`src/rtl/ghost_catch_monitor.sv`:
```
// Pacman/ghost collision monitor: confirms contact over successive movement ticks,
// then sequences catch -> freeze -> respawn handshake -> play, or game over.
module ghost_catch_monitor #(
    parameter int HIT_DIST     = 16,
    parameter int CONFIRM      = 2,
    parameter int FREEZE_TICKS = 60,
    parameter int LIVES_INIT   = 3
) (
    input  logic        clk,
    input  logic        rst,
    input  logic        tick,
    input  logic [9:0]  pac_x,
    input  logic [8:0]  pac_y,
    input  logic [39:0] ghost_x,
    input  logic [35:0] ghost_y,
    input  logic [3:0]  ghost_en,
    input  logic        respawn_ack,
    input  logic        restart,
    output logic        freeze,
    output logic        respawn_req,
    output logic        hit_pulse,
    output logic [1:0]  hit_ghost,
    output logic [1:0]  lives,
    output logic        game_over
);

    typedef enum logic [1:0] {
        ST_PLAY    = 2'd0,
        ST_FREEZE  = 2'd1,
        ST_RESPAWN = 2'd2,
        ST_OVER    = 2'd3
    } state_t;

    localparam logic [9:0] HIT_X     = 10'(HIT_DIST);
    localparam logic [8:0] HIT_Y     = 9'(HIT_DIST);
    localparam logic [3:0] CONF_LAST = 4'(CONFIRM - 1);
    localparam logic [7:0] FRZ_LAST  = 8'(FREEZE_TICKS - 1);
    localparam logic [1:0] LIVES_RST = 2'(LIVES_INIT);

    // Distances are taken at full width so positions never wrap around the screen edge.
    function automatic logic [9:0] absdiff10(input logic [9:0] a, input logic [9:0] b);
        return (a >= b) ? (a - b) : (b - a);
    endfunction

    function automatic logic [8:0] absdiff9(input logic [8:0] a, input logic [8:0] b);
        return (a >= b) ? (a - b) : (b - a);
    endfunction

    state_t      state_r, state_s;
    logic [3:0]  confirm_r, confirm_s;
    logic [7:0]  fcnt_r, fcnt_s;
    logic [1:0]  lives_r, lives_s;
    logic [1:0]  hit_ghost_r, hit_ghost_s;
    logic        hit_pulse_r, hit_pulse_s;
    logic        freeze_r, respawn_req_r, game_over_r;
    logic [3:0]  contact_s;
    logic [1:0]  hit_idx_s;
    logic        any_contact_s;

    // Per-ghost contact detection and lowest-index selection.
    always_comb begin
        contact_s = 4'b0000;
        hit_idx_s = 2'd0;
        for (int i = 0; i < 4; i++) begin
            contact_s[i] = ghost_en[i]
                         && (absdiff10(ghost_x[10*i +: 10], pac_x) < HIT_X)
                         && (absdiff9(ghost_y[9*i +: 9], pac_y) < HIT_Y);
        end
        for (int i = 3; i >= 0; i--) begin
            if (contact_s[i]) begin
                hit_idx_s = 2'(i);
            end else begin
                hit_idx_s = hit_idx_s;
            end
        end
        any_contact_s = |contact_s;
    end

    // Next-state and next-datapath logic; restart overrides every state.
    always_comb begin
        state_s     = state_r;
        confirm_s   = confirm_r;
        fcnt_s      = fcnt_r;
        lives_s     = lives_r;
        hit_ghost_s = hit_ghost_r;
        hit_pulse_s = 1'b0;
        if (restart) begin
            state_s   = ST_PLAY;
            confirm_s = 4'd0;
            fcnt_s    = 8'd0;
            lives_s   = LIVES_RST;
        end else begin
            case (state_r)
                ST_PLAY: begin
                    if (tick && any_contact_s) begin
                        if (confirm_r == CONF_LAST) begin
                            lives_s     = (lives_r != 2'd0) ? (lives_r - 2'd1) : 2'd0;
                            hit_ghost_s = hit_idx_s;
                            hit_pulse_s = 1'b1;
                            confirm_s   = 4'd0;
                            fcnt_s      = 8'd0;
                            state_s     = (lives_r <= 2'd1) ? ST_OVER : ST_FREEZE;
                        end else begin
                            confirm_s = confirm_r + 4'd1;
                        end
                    end else if (tick) begin
                        confirm_s = 4'd0;
                    end else begin
                        confirm_s = confirm_r;
                    end
                end
                ST_FREEZE: begin
                    if (tick) begin
                        if (fcnt_r == FRZ_LAST) begin
                            fcnt_s  = 8'd0;
                            state_s = ST_RESPAWN;
                        end else begin
                            fcnt_s = fcnt_r + 8'd1;
                        end
                    end else begin
                        fcnt_s = fcnt_r;
                    end
                end
                ST_RESPAWN: begin
                    if (respawn_ack) begin
                        confirm_s = 4'd0;
                        state_s   = ST_PLAY;
                    end else begin
                        state_s = ST_RESPAWN;
                    end
                end
                ST_OVER: begin
                    lives_s = 2'd0;
                end
                default: begin
                    state_s = ST_PLAY;
                end
            endcase
        end
    end

    // State, counters and registered status outputs.
    always_ff @(posedge clk or negedge rst) begin
        if (!rst) begin
            state_r       <= ST_PLAY;
            confirm_r     <= 4'd0;
            fcnt_r        <= 8'd0;
            lives_r       <= LIVES_RST;
            hit_ghost_r   <= 2'd0;
            hit_pulse_r   <= 1'b0;
            freeze_r      <= 1'b0;
            respawn_req_r <= 1'b0;
            game_over_r   <= 1'b0;
        end else begin
            state_r       <= state_s;
            confirm_r     <= confirm_s;
            fcnt_r        <= fcnt_s;
            lives_r       <= lives_s;
            hit_ghost_r   <= hit_ghost_s;
            hit_pulse_r   <= hit_pulse_s;
            freeze_r      <= (state_s != ST_PLAY);
            respawn_req_r <= (state_s == ST_RESPAWN);
            game_over_r   <= (state_s == ST_OVER);
        end
    end

    assign freeze      = freeze_r;
    assign respawn_req = respawn_req_r;
    assign hit_pulse   = hit_pulse_r;
    assign hit_ghost   = hit_ghost_r;
    assign lives       = lives_r;
    assign game_over   = game_over_r;

endmodule

```
`config.mk`:
```
export PLATFORM = sky130hd
export DESIGN_NAME = ghost_catch_monitor
export DESIGN_NICKNAME = d
export VERILOG_FILES = /design/src/rtl/ghost_catch_monitor.sv
export SDC_FILE = /design/constraint.sdc
export NUM_CORES = 1
export LEC_CHECK = 0
export ABC_CLOCK_PERIOD_IN_PS = 5500
export BUFFER_PORTS_ARGS = -buffer_cell sky130_fd_sc_hd__buf_2
export CAP_MARGIN = 5
export CORE_UTILIZATION = 35
export CTS_CLUSTER_DIAMETER = 120
export CTS_CLUSTER_SIZE = 8
export DETAILED_ROUTE_END_ITERATION = 8
export PLACE_DENSITY = 0.54
export SYNTH_ARGS = -nofsm -noshare
export SYNTH_HDL_FRONTEND = slang
export SYNTH_SLANG_ARGS = --single-unit
export TNS_END_PERCENT = 100
```
`constraint.sdc`:
```
create_clock -name clk -period 5.5 [get_ports clk]
set_clock_uncertainty 0.05 [all_clocks]
set_input_delay 1.1 -clock clk [delete_from_list [all_inputs] [get_ports clk]]
set_output_delay 1.1 -clock clk [all_outputs]
set_load 0.01 [all_outputs]
```
==> out/results.tsv <==
metric	value	unit
met1 Use GR	28.80	%
Avg WL per Cell	16.51	um
clock sink total	22	
number of synthesized flops with an enable pin	0	
Clk pwr share	14.8	%
Register Area	553.0	um^2
initial antenna violation count	1	
DRT Pass-1 Iters	5	
final setup fails	0	
Async SR Flop Fraction	100.0	%
Net Count, Synth	1197	
DP HPWL	18240	um
total gr overflow	0	
Worst EP arrival	5.09	ns
combinational share of power	69.7	%
Routed WL	21540	um
Root Driver	clkbuf_16	
Tcrit/Tclk final	90.15	%
die area	20790	um^2
P_int	0.0005552	W
grt peak-use layer	met2	
# H-tree levels	1	
kind of critical path	input port to flop	
Detail Route Antenna Nets	0	
Hold Vio Cnt, Final	0	
most numerous cell in the Yosys netlist	ha_1	
Tightest Pin Transition	0.7994	ns
sw frac	46.96	%
worst-case clock buffer depth	2	
max_cap viols	0	
M3 GR Usage	1.887	%
DR vias	7227	
worst hold slack	0.4465	ns
layout cells sized above 1	14.92	%
GRT Total Usage	20.63	%
PwrDens	131.6	nW/um^2
maximum clock rate	201.7	MHz
Remaining DRCs	0	
Yosys reg bits	22	
Worst-path clk slew	0.06	ns
Post-CTS Hold Fix Bufs	0	
first-pass GRT wire length	34240	um
Initial Utilization	35.99	%
TritonCTS Buffers	3	
largest net degree at the start of global routing	23	
utilization after layout	40.47	%
Vias per Instance	5.542	
final slew viol count	0	
RSZ-0062 raised after global routing	false	
Ys Warns	0	
clock tree from TritonCTS	done	
clock insertion delay at the later pin of the skew report	0.26	ns
syn avg cell area	7.478	um^2
post-synth top area cell	ha_1	
synth top area cells	ha_1 (26%), dfrtp_1 (7.1%), a21oi_1 (6.3%), inv_1 (6.3%), a21o_1 (3.4%)	
Max IR drop VDD	0.0001165	V
Synth Flop Type	dfrtp_1	
sequential fraction of the synthesis area	7.817	%
Placer Congestion	0.8942	
PortBufs	111	
# rows	51	
global-route met2 utilization	34.48	%
Setup crit end kind	flop	
Synth top cells by count	ha_1 (147), inv_1 (118), a21oi_1 (89)	
max_slew headroom	46.22	%
status	finished clean	
die height	144.2	um
Lkg Pwr	4.093	nW
Design Power	0.001047	W
multi-input logic area	5973	um^2
Psw	0.0004916	W
vias in the first global route	6685	
nets@finish	1292	
fin crit period	4.958	ns
Area growth syn-to-layout	12.43	%
synthesized area	7074	um^2
Flop pwr share	15.5	%
top cell type's share of synthesized area	26.00	%
Mapped Cells	946	
Required @ worst endpoint	5.63	ns
number of diodes	0	
Core Footprint	19650	um^2
setup bufs post-CTS	0	
worst min-delay path category	flop to flop	
Worst setup SP type	input port	
post-cts sizing count	0	
Synth cell types	82	
Max FO, Critical Path	11	
DR iter-0 viols	298	
width of the die	144.2	um
setup tns final	0	ns
# IOs	112	
filler cell count	2154	
[layout by cell type, fill, tap and decap left out, types with 5 or more instances in the layout]
| master | synthesis | final |
|---|---|---|
| o21ai_0 | 36 | 36 |
| o22ai_1 | 13 | 13 |
| dfrtp_1 | 20 | 20 |
| o21bai_1 | 8 | 8 |
| and4_1 | 13 | 13 |
| buf_2 | 6 | 111 |
| a21o_1 | 32 | 32 |
| inv_1 | 118 | 118 |
| a211oi_1 | 15 | 15 |
| and2_1 | 9 | 9 |
| a21oi_1 | 89 | 89 |
| nand3_1 | 18 | 18 |
| o21a_1 | 13 | 13 |
| and3_1 | 6 | 6 |
| nor2b_1 | 25 | 25 |
| a31oi_1 | 12 | 12 |
| xnor2_1 | 17 | 17 |
| ha_1 | 147 | 147 |
| nor2_1 | 45 | 45 |
| mux2i_1 | 19 | 19 |
| nand2_1 | 58 | 58 |
| nor4_1 | 11 | 11 |
| or2_2 | 8 | 8 |
| o211a_1 | 5 | 5 |
| nand4_1 | 15 | 15 |
| a2111oi_0 | 8 | 8 |
| nand3b_1 | 6 | 6 |
| nor3_1 | 22 | 22 |
| nand2b_1 | 11 | 11 |
| o211ai_1 | 18 | 18 |
| or3_1 | 5 | 5 |
| xor2_1 | 10 | 10 |
[final timing paths]
| kind | start | to | slack (ns) | cells after the start |
|---|---|---|---|---|
| setup / recovery | pac_y[5] | lives[1] | 0.54 | 14 |
| hold / removal | fcnt_r[7] | fcnt_r[7] | 0.45 | 1 |
| setup reg to reg | state_r[1] | state_r[1] | 3.23 | 6 |
| hold reg to reg | fcnt_r[7] | fcnt_r[7] | 0.45 | 1 |
| max in group asynchronous | rst | lives[1] | 4.28 | 1 |
| min in group asynchronous | rst | fcnt_r[0] | 0.76 | 1 |
[power groups by stage]
stage | logic [W] | registers [W] | clock network, W
2_1_floorplan | 0.000519 | 0.000165 | 0
3_3_place_gp | 0.000723 | 0.000165 | 0
3_5_place_dp | 0.000721 | 0.000165 | 0
4_1_cts | 0.000725 | 0.000162 | 0.000156
5_1_grt | 0.000812 | 0.000162 | 0.000166
6_report | 0.000730 | 0.000162 | 0.000155
[routing by layer]
metal	wire length, um	up-vias
li1	-	3664
met1	10350	3338
met2	9708	202
met3	1160	21
met4	303	2
met5	13	-
[critical path: stages]
cell and delay, ns:
buf_2 0.15, inv_1 0.13, ha_1 0.48, and4_1 0.28
a221oi_2 0.06, o21bai_1 0.58, and2b_1 0.26, o22ai_1 0.23
mux2_2 0.36, or4b_1 0.48, o22ai_1 0.31, o31ai_2 0.24
o311ai_1 0.33, nand2_1 0.09
[through the flow]
step	std cells	cell area, um^2	setup WS [ns]
2_1_floorplan	946	7074	1.263
3_3_place_gp	1301	7879	0.4652
3_5_place_dp	1301	7879	0.3197
4_1_cts	1304	7954	0.5967
5_1_grt	1304	7954	0.2321
6_report	1304	7954	0.5417
[logic make-up after synthesis]
group,synth area share (%)
xor gates and xnor gates,3.343
muxes,3.166
AOI/OAI and AO/OA,29.52
adders and majority gates,26.00
buffers and inverters,7.747
and+or+nand+nor,22.41
DFF,7.817
[state kept, by name, indices dropped and copies added (netlist names)]
| signal | cells |
|---|---|
| fcnt_r | 8 |
| game_over | 1 |
| confirm_r | 4 |
| respawn_req | 1 |
| hit_pulse | 1 |
| state_r | 2 |
| hit_ghost | 2 |
| freeze | 1 |
| lives | 2 |
[layout make-up]
cell class                 count  area share, %
timing repair buffer         114          7.268
clock buffer                   3         0.9438
tap                          265          4.169
sequential                    22          6.953
inverter                     118          5.569
multi-input combinational    782          75.10
Power figures use the tool's default switching activity.
